$ cat src/rtl/wptr_full.sv
// Write-side pointer and flag block of an async FIFO: binary/Gray write pointer, full, almost-full, fill level.
// Optional sticky write-while-full flag is built only when WPTR_FULL_OVERFLOW_EN is defined.
module wptr_full #(
    parameter int ADDRSIZE     = 4,
    parameter int AFULL_THRESH = 12
) (
    input  logic                wclk,
    input  logic                wrst_n,
    input  logic                winc,
    input  logic                wovf_clr,
    input  logic [ADDRSIZE:0]   wq2_rptr,
    output logic [ADDRSIZE:0]   wptr,
    output logic [ADDRSIZE-1:0] waddr,
    output logic                wfull,
    output logic                walmost_full,
    output logic [ADDRSIZE:0]   wcount,
    output logic                woverflow
);

    localparam logic [ADDRSIZE:0] LP_AFULL = AFULL_THRESH[ADDRSIZE:0];

    logic [ADDRSIZE:0] r_wbin;
    logic [ADDRSIZE:0] r_wptr;
    logic              r_wfull;
    logic              r_walmost_full;
    logic [ADDRSIZE:0] r_wcount;

    logic              w_wpush;
    logic [ADDRSIZE:0] w_wbinnext;
    logic [ADDRSIZE:0] w_wgraynext;
    logic [ADDRSIZE:0] w_rbin_s;
    logic [ADDRSIZE:0] w_level;
    logic [ADDRSIZE:0] w_full_match;
    logic              w_wfull_next;
    logic              w_walmost_next;

    // Writes are gated by the registered full flag, so a write coinciding with a freeing read is dropped.
    assign w_wpush     = winc & ~r_wfull;
    assign w_wbinnext  = r_wbin + {{ADDRSIZE{1'b0}}, w_wpush};
    assign w_wgraynext = (w_wbinnext >> 1) ^ w_wbinnext;

    // Gray-to-binary: each binary bit is the XOR of all Gray bits at or above it.
    for (genvar gi = 0; gi <= ADDRSIZE; gi++) begin : g_g2b
        assign w_rbin_s[gi] = ^(wq2_rptr >> gi);
    end

    assign w_level        = w_wbinnext - w_rbin_s;
    assign w_full_match   = {~wq2_rptr[ADDRSIZE:ADDRSIZE-1], wq2_rptr[ADDRSIZE-2:0]};
    assign w_wfull_next   = (w_wgraynext == w_full_match);
    assign w_walmost_next = (w_level >= LP_AFULL);

    always_ff @(posedge wclk or negedge wrst_n) begin
        if (!wrst_n) begin
            r_wbin         <= '0;
            r_wptr         <= '0;
            r_wfull        <= 1'b0;
            r_walmost_full <= 1'b0;
            r_wcount       <= '0;
        end else begin
            r_wbin         <= w_wbinnext;
            r_wptr         <= w_wgraynext;
            r_wfull        <= w_wfull_next;
            r_walmost_full <= w_walmost_next;
            r_wcount       <= w_level;
        end
    end

`ifdef WPTR_FULL_OVERFLOW_EN
    logic r_woverflow;

    // A new overflow takes priority over a clear issued in the same cycle.
    always_ff @(posedge wclk or negedge wrst_n) begin
        if (!wrst_n) begin
            r_woverflow <= 1'b0;
        end else if (winc & r_wfull) begin
            r_woverflow <= 1'b1;
        end else if (wovf_clr) begin
            r_woverflow <= 1'b0;
        end
    end

    assign woverflow = r_woverflow;
`else
    logic w_unused_ovf_clr;

    assign w_unused_ovf_clr = wovf_clr;
    assign woverflow        = 1'b0;
`endif

    assign wptr         = r_wptr;
    assign waddr        = r_wbin[ADDRSIZE-1:0];
    assign wfull        = r_wfull;
    assign walmost_full = r_walmost_full;
    assign wcount       = r_wcount;

endmodule
$ cat config.mk
export PLATFORM = sky130hd
export DESIGN_NAME = wptr_full
export DESIGN_NICKNAME = d
export VERILOG_FILES = /design/src/rtl/wptr_full.sv
export SDC_FILE = /design/constraint.sdc
export NUM_CORES = 1
export LEC_CHECK = 0
export ABC_AREA = 1
export CAP_MARGIN = 20
export CORE_ASPECT_RATIO = 1.5
export CORE_MARGIN = 2
export CORE_UTILIZATION = 30
export DETAILED_ROUTE_END_ITERATION = 10
export GPL_ROUTABILITY_DRIVEN = 0
export REMOVE_ABC_BUFFERS = 1
export SYNTH_ARGS = -nofsm -noshare
export SYNTH_HDL_FRONTEND = slang
export SYNTH_SLANG_ARGS = --single-unit
$ cat constraint.sdc
create_clock -name wclk -period 2.35 [get_ports wclk]
set_input_delay 0.47 -clock wclk [delete_from_list [all_inputs] [get_ports wclk]]
set_output_delay 0.47 -clock wclk [all_outputs]
set_load 0.05 [all_outputs]
Yosys cells after proc, flatten, opt, wreduce, memory -nomap -nowiden
Index checks and enable logic that the tools add are counted.
W data, S select, Z words.
{"block": "op_classes", "addsub": 2, "magnitude_cmp": 1, "eq_ne": 1, "bitwise": 4, "n_reduce_logical": 5}
{"cell": "$reduce_xor A5 Y1", "count": 5}
{"cell": "$add A5 B1 Y5", "count": 1}
{"cell": "$eq A5 B5 Y1", "count": 1}
{"cell": "$ge A5 B4 Y1 const B", "count": 1}
{"cell": "$sub A5 B5 Y5", "count": 1}
{"cell": "$xor A4 B5 Y5", "count": 1}
{"cell": "$not A2 Y2", "count": 1}
{"cell": "$and A1 B1 Y1", "count": 1}
{"cell": "$not A1 Y1", "count": 1}
{"block": "word_totals", "ff_bits": 17, "elab_cells": 18}

Longest topological paths before layout
{"block": "depth", "word_depth": 5, "mapped_depth": 16, "ltp_nobuf": 16}

Least setup slack after synthesis
Ideal clock, no wire load.
{"block": "synth_path", "kind": "flip-flop to flip-flop", "from": "register r_wfull, in the netlist wfull", "to": "register r_wcount[3], in the netlist wcount[3]", "setup_time_ns": 0.119, "arrival_ns": 2.171, "path_slack_ns": 0.060, "path_stages_with_launch": 15, "path_buffers": 0, "period_less_slack_ns": 2.290, "path_cell_list": "dfrtp_1 > nor2_1 > ha_1 > ha_1 > inv_1 > nand2_1 > nand2_1 > inv_2 > ha_1 > inv_1 > nor2_1 > nand3_1 > nand2_1 > nand2_1 > and2_1"}
{"block": "synth_between", "elab_chain_len": 4}
{"item": "from (decl)", "line_no": "24", "source": "logic r_wfull;"}
{"item": "from (signal assigned)", "line_no": "62", "source": "r_wfull <= w_wfull_next;"}
{"item": "$not A1 Y1", "line_no": "38", "source": "assign w_wpush = winc & ~r_wfull;"}
{"item": "$and A1 B1 Y1", "line_no": "38"}
{"item": "$add A5 B1 Y5", "line_no": "39", "source": "assign w_wbinnext = r_wbin + {{ADDRSIZE{1'b0}}, w_wpush};"}
{"item": "via w_wbinnext[2]", "line_no": "29", "source": "logic [ADDRSIZE:0] w_wbinnext;"}
{"item": "$sub A5 B5 Y5", "line_no": "47", "source": "assign w_level = w_wbinnext - w_rbin_s;"}
{"item": "via w_level[3]", "line_no": "32", "source": "logic [ADDRSIZE:0] w_level;"}
{"item": "to (signal assigned)", "line_no": "64", "source": "r_wcount <= w_level;"}
{"item": "to (decl)", "line_no": "26", "source": "logic [ADDRSIZE:0] r_wcount;"}
The timed path passes the listed nets, and every way through them passes these cells.

Final worst setup path
{"block": "layout_path", "from": "input port wq2_rptr[2]", "to": "register r_walmost_full, in the netlist walmost_full"}
{"block": "layout_between", "elab_chain_len": 3, "word_cells_on_any_way": 5}
{"item": "from (decl)", "line_no": "11", "source": "input logic [ADDRSIZE:0] wq2_rptr,"}
{"item": "$reduce_xor A5 Y1", "line_no": "44", "source": "assign w_rbin_s[gi] = ^(wq2_rptr >> gi);"}
{"item": "$sub A5 B5 Y5 (*)", "line_no": "47"}
{"item": "$ge A5 B4 Y1 (*)", "line_no": "50", "source": "assign w_walmost_next = (w_level >= LP_AFULL);"}
{"item": "via w_walmost_next", "line_no": "35", "source": "logic w_walmost_next;"}
{"item": "to (signal assigned)", "line_no": "63", "source": "r_walmost_full <= w_walmost_next;"}
{"item": "to (decl)", "line_no": "25", "source": "logic r_walmost_full;"}
The timed path passes the listed nets; every way through them passes the cells marked *.

==> results.yml <==
logic_synthesis:
  yosys_warnings: 0
  synth_area_sq_um: 927
  synthesis.area_per_instance_sq_um: 8.06
  synth_largest_type_area_fraction: 0.432
  synth_cell_types: 19
  netlist_instances: 115
  synth.yosys.seq_area_share: 0.432
  yosys.area.top_type: "dfrtp_1"
  synth.ff_latch_count: 16
  synth.area.top_cells: "dfrtp_1, nand2_1, xor2_1"
critical_path:
  reg2reg_to: "wcount[3]"
  worst_setup_path_start_kind: "input pin"
  reg2reg_slack_ns: 0.45
  critPathArrivalTime_ns: 2.25
  worst_r2r_path_depth: 13
  critical_path.reg2reg.startpoint: "wfull"
  classification_of_the_worst_setup_path: "in2reg"
  crit_path_end_kind: "flop"
  crit_path_max_fanout: 4
  cp.required_ns: 2.48
hold_path:
  min_from: "r_wbin[4]"
  worstHoldPathCells: 2
  holdCritPathClass: "reg2reg"
  min_delay_worst_endpoint: "r_wbin[4]"
floorplanning:
  dieHeight_um: 72.1
  initial_utilization: 0.315
  pin_count: 26
  overall_die_area_sq_mm: 0.00356
  std_cell_rows: 24
  die_x_um: 49.4
  core_region_area_sq_mm: 0.00294
clock_tree:
  ctsHtreeMaxLevel: 1
  tritoncts_num_sinks: 16
  cts_root_buffer: "clkbuf_8"
  worst_skew_pair.late_latency_ns: 0.24
  max-clock-path-buffers: 2
  clk_pin_slew_ns: 0.06
  cts_tree: "done"
  numCtsBuffers: 3
timing:
  setup-tns-final_ns: 0
  final-setup-viol-count: 0
  rsz0062_at_grt: "false"
  worst-slew-pin-transition_ns: 0.672
  normalized_max_slew_margin: 0.551
  finalWorstPathRequiredPeriod_ns: 2.12
  clock_skew_ns: 0.00149
  min_period_over_period: 0.903
  fmax_mhz: 471
  number_of_hold_violations_in_the_final_report: 0
  final_max_slew_viol_count: 0
grt:
  grt_pass1_vias: 885
  grt_overflow_total: 0
  antenna_violations_before_repair: 0
  grt_pass1_wl_um: 3540
  groute.usage.overall: 0.126
  largest_net_degree_at_the_start_of_global_routing: 17
placement:
  number_of_buffer_cells_added_on_primary_ports: 23
  hpwlAfterDp_um: 1640
final_layout:
  layout.cells.most_common: "nand2_1"
  drive_above_1_share: 0.280
  layout_area_overhead_pct: 61.5
  final_cell_mix: "nand2_1, buf_4, clkdlybuf4s50_1"
  design.final.nets: 178
  n_antenna_cell: 0
  n_fill_cell: 306
routing:
  first_pass_iters: 4
  drt_iter0_markers: 13
  dr_total_vias: 844
  wl_per_cell_um: 10.1
  post_route_antenna_net_violation_count: 0
  drc_errors: 0
  finalWirelength_um: 2030
  drt_via_density: 4.22
status:
  status: "completed"
run:
  drv_cap: 0
==> per-layer routing <==
layer	track usage	up-vias	wire length, um	share of wire
met2	0.254	16	1210	0.60
li1	-	438	-	-
met4	0.0648	0	34	0.017
met5	0	-	0	0
met1	0.126	388	736	0.36
met3	0.00823	2	45	0.022
==> sequential cells by signal, indices dropped and copies added, names as in the netlist <==
signal and count:
r_wbin 5, walmost_full 1, wcount 5, wfull 1
wptr 4
==> repair_timing <==
action / 4_1_cts / 5_1_grt
hold buffers: 0 / 0
buffers inserted: 0 / 2
resized for setup: 5 / 18
hold endpoints to repair: 0 / 0
endpoints found under the setup margin: 2 / 4
pin swaps: 1 / 14
==> critical path: stages <==
cell             delay, ns
clkdlybuf4s50_1       0.52
buf_4                 0.15
inv_1                 0.06
nand2_1               0.05
nand2_1               0.05
nand2_1               0.10
nand2_1               0.08
nand2_1               0.08
nand2_1               0.05
inv_1                 0.05
ha_1                  0.15
inv_2                 0.04
nand2_2               0.07
nand3_2               0.06
nand2_1               0.06
nand2_1               0.05
nand2_1               0.09
nand2_1               0.06
==> cells by family (layout without fill, tap and decap cells) <==
family,after synthesis,in the layout,synth area share
and+or+nand+nor,58,58,0.267
buffers and inverters,21,67,0.0891
DFF,16,16,0.432
xor gates and xnor gates,12,12,0.121
adders and majority gates,6,6,0.0810
other,1,1,0.00404
AOI/OAI and AO/OA,1,1,0.00539
==> Yosys cell counts <==
cell type	count
xor2_1	9
inv_1	19
ha_1	6
nand4_1	1
conb_1	1
a21oi_1	1
nor2_1	3
nand3_1	9
and2_1	1
nand3b_1	1
nand2_1	40
xnor2_1	2
buf_4	1
xnor2_2	1
inv_2	1
nor3_1	1
nand3_2	1
nand2_2	1
dfrtp_1	16
==> worst max-delay path by stage <==
| stage | slack (ns) | start | cells after the start | endpoint |
|---|---|---|---|---|
| after detailed placement | -0.32 | winc | 15 | wcount[3] |
| after CTS | 0.0002 | wq2_rptr[3] | 15 | walmost_full |
| final | 0.23 | wq2_rptr[2] | 18 | walmost_full |
| after global placement | -0.22 | winc | 15 | wcount[3] |
| after floorplan | 0.06 | wfull | 14 | wcount[3] |
| after global routing | 0.02 | wq2_rptr[2] | 18 | walmost_full |
==> stage by stage <==
stage	std cells	setup slack [ns]	hold WS, ns	util	instance area [sq um]
floorplan	114	0.0603	0.174	-	920
global placement	195	-0.219	0.553	0.456	1340
detailed placement	195	-0.322	0.563	0.456	1340
CTS	198	0.000183	0.576	0.479	1410
global route	200	0.0183	0.616	0.509	1500
finish	200	0.229	0.572	0.509	1500
==> final cells by class <==
type / count / area (sq um) / area share
clock buffer: 3 / 41.3 / 0.0276
inverter: 20 / 75.1 / 0.0501
multi-input combinational: 78 / 537 / 0.358
sequential: 16 / 400 / 0.267
tap: 39 / 48.8 / 0.0326
timing repair buffer: 44 / 395 / 0.264
Power is left out: the tool's default activity adds up to more than one toggle a clock period on the data nets, which glitch-free logic cannot reach.
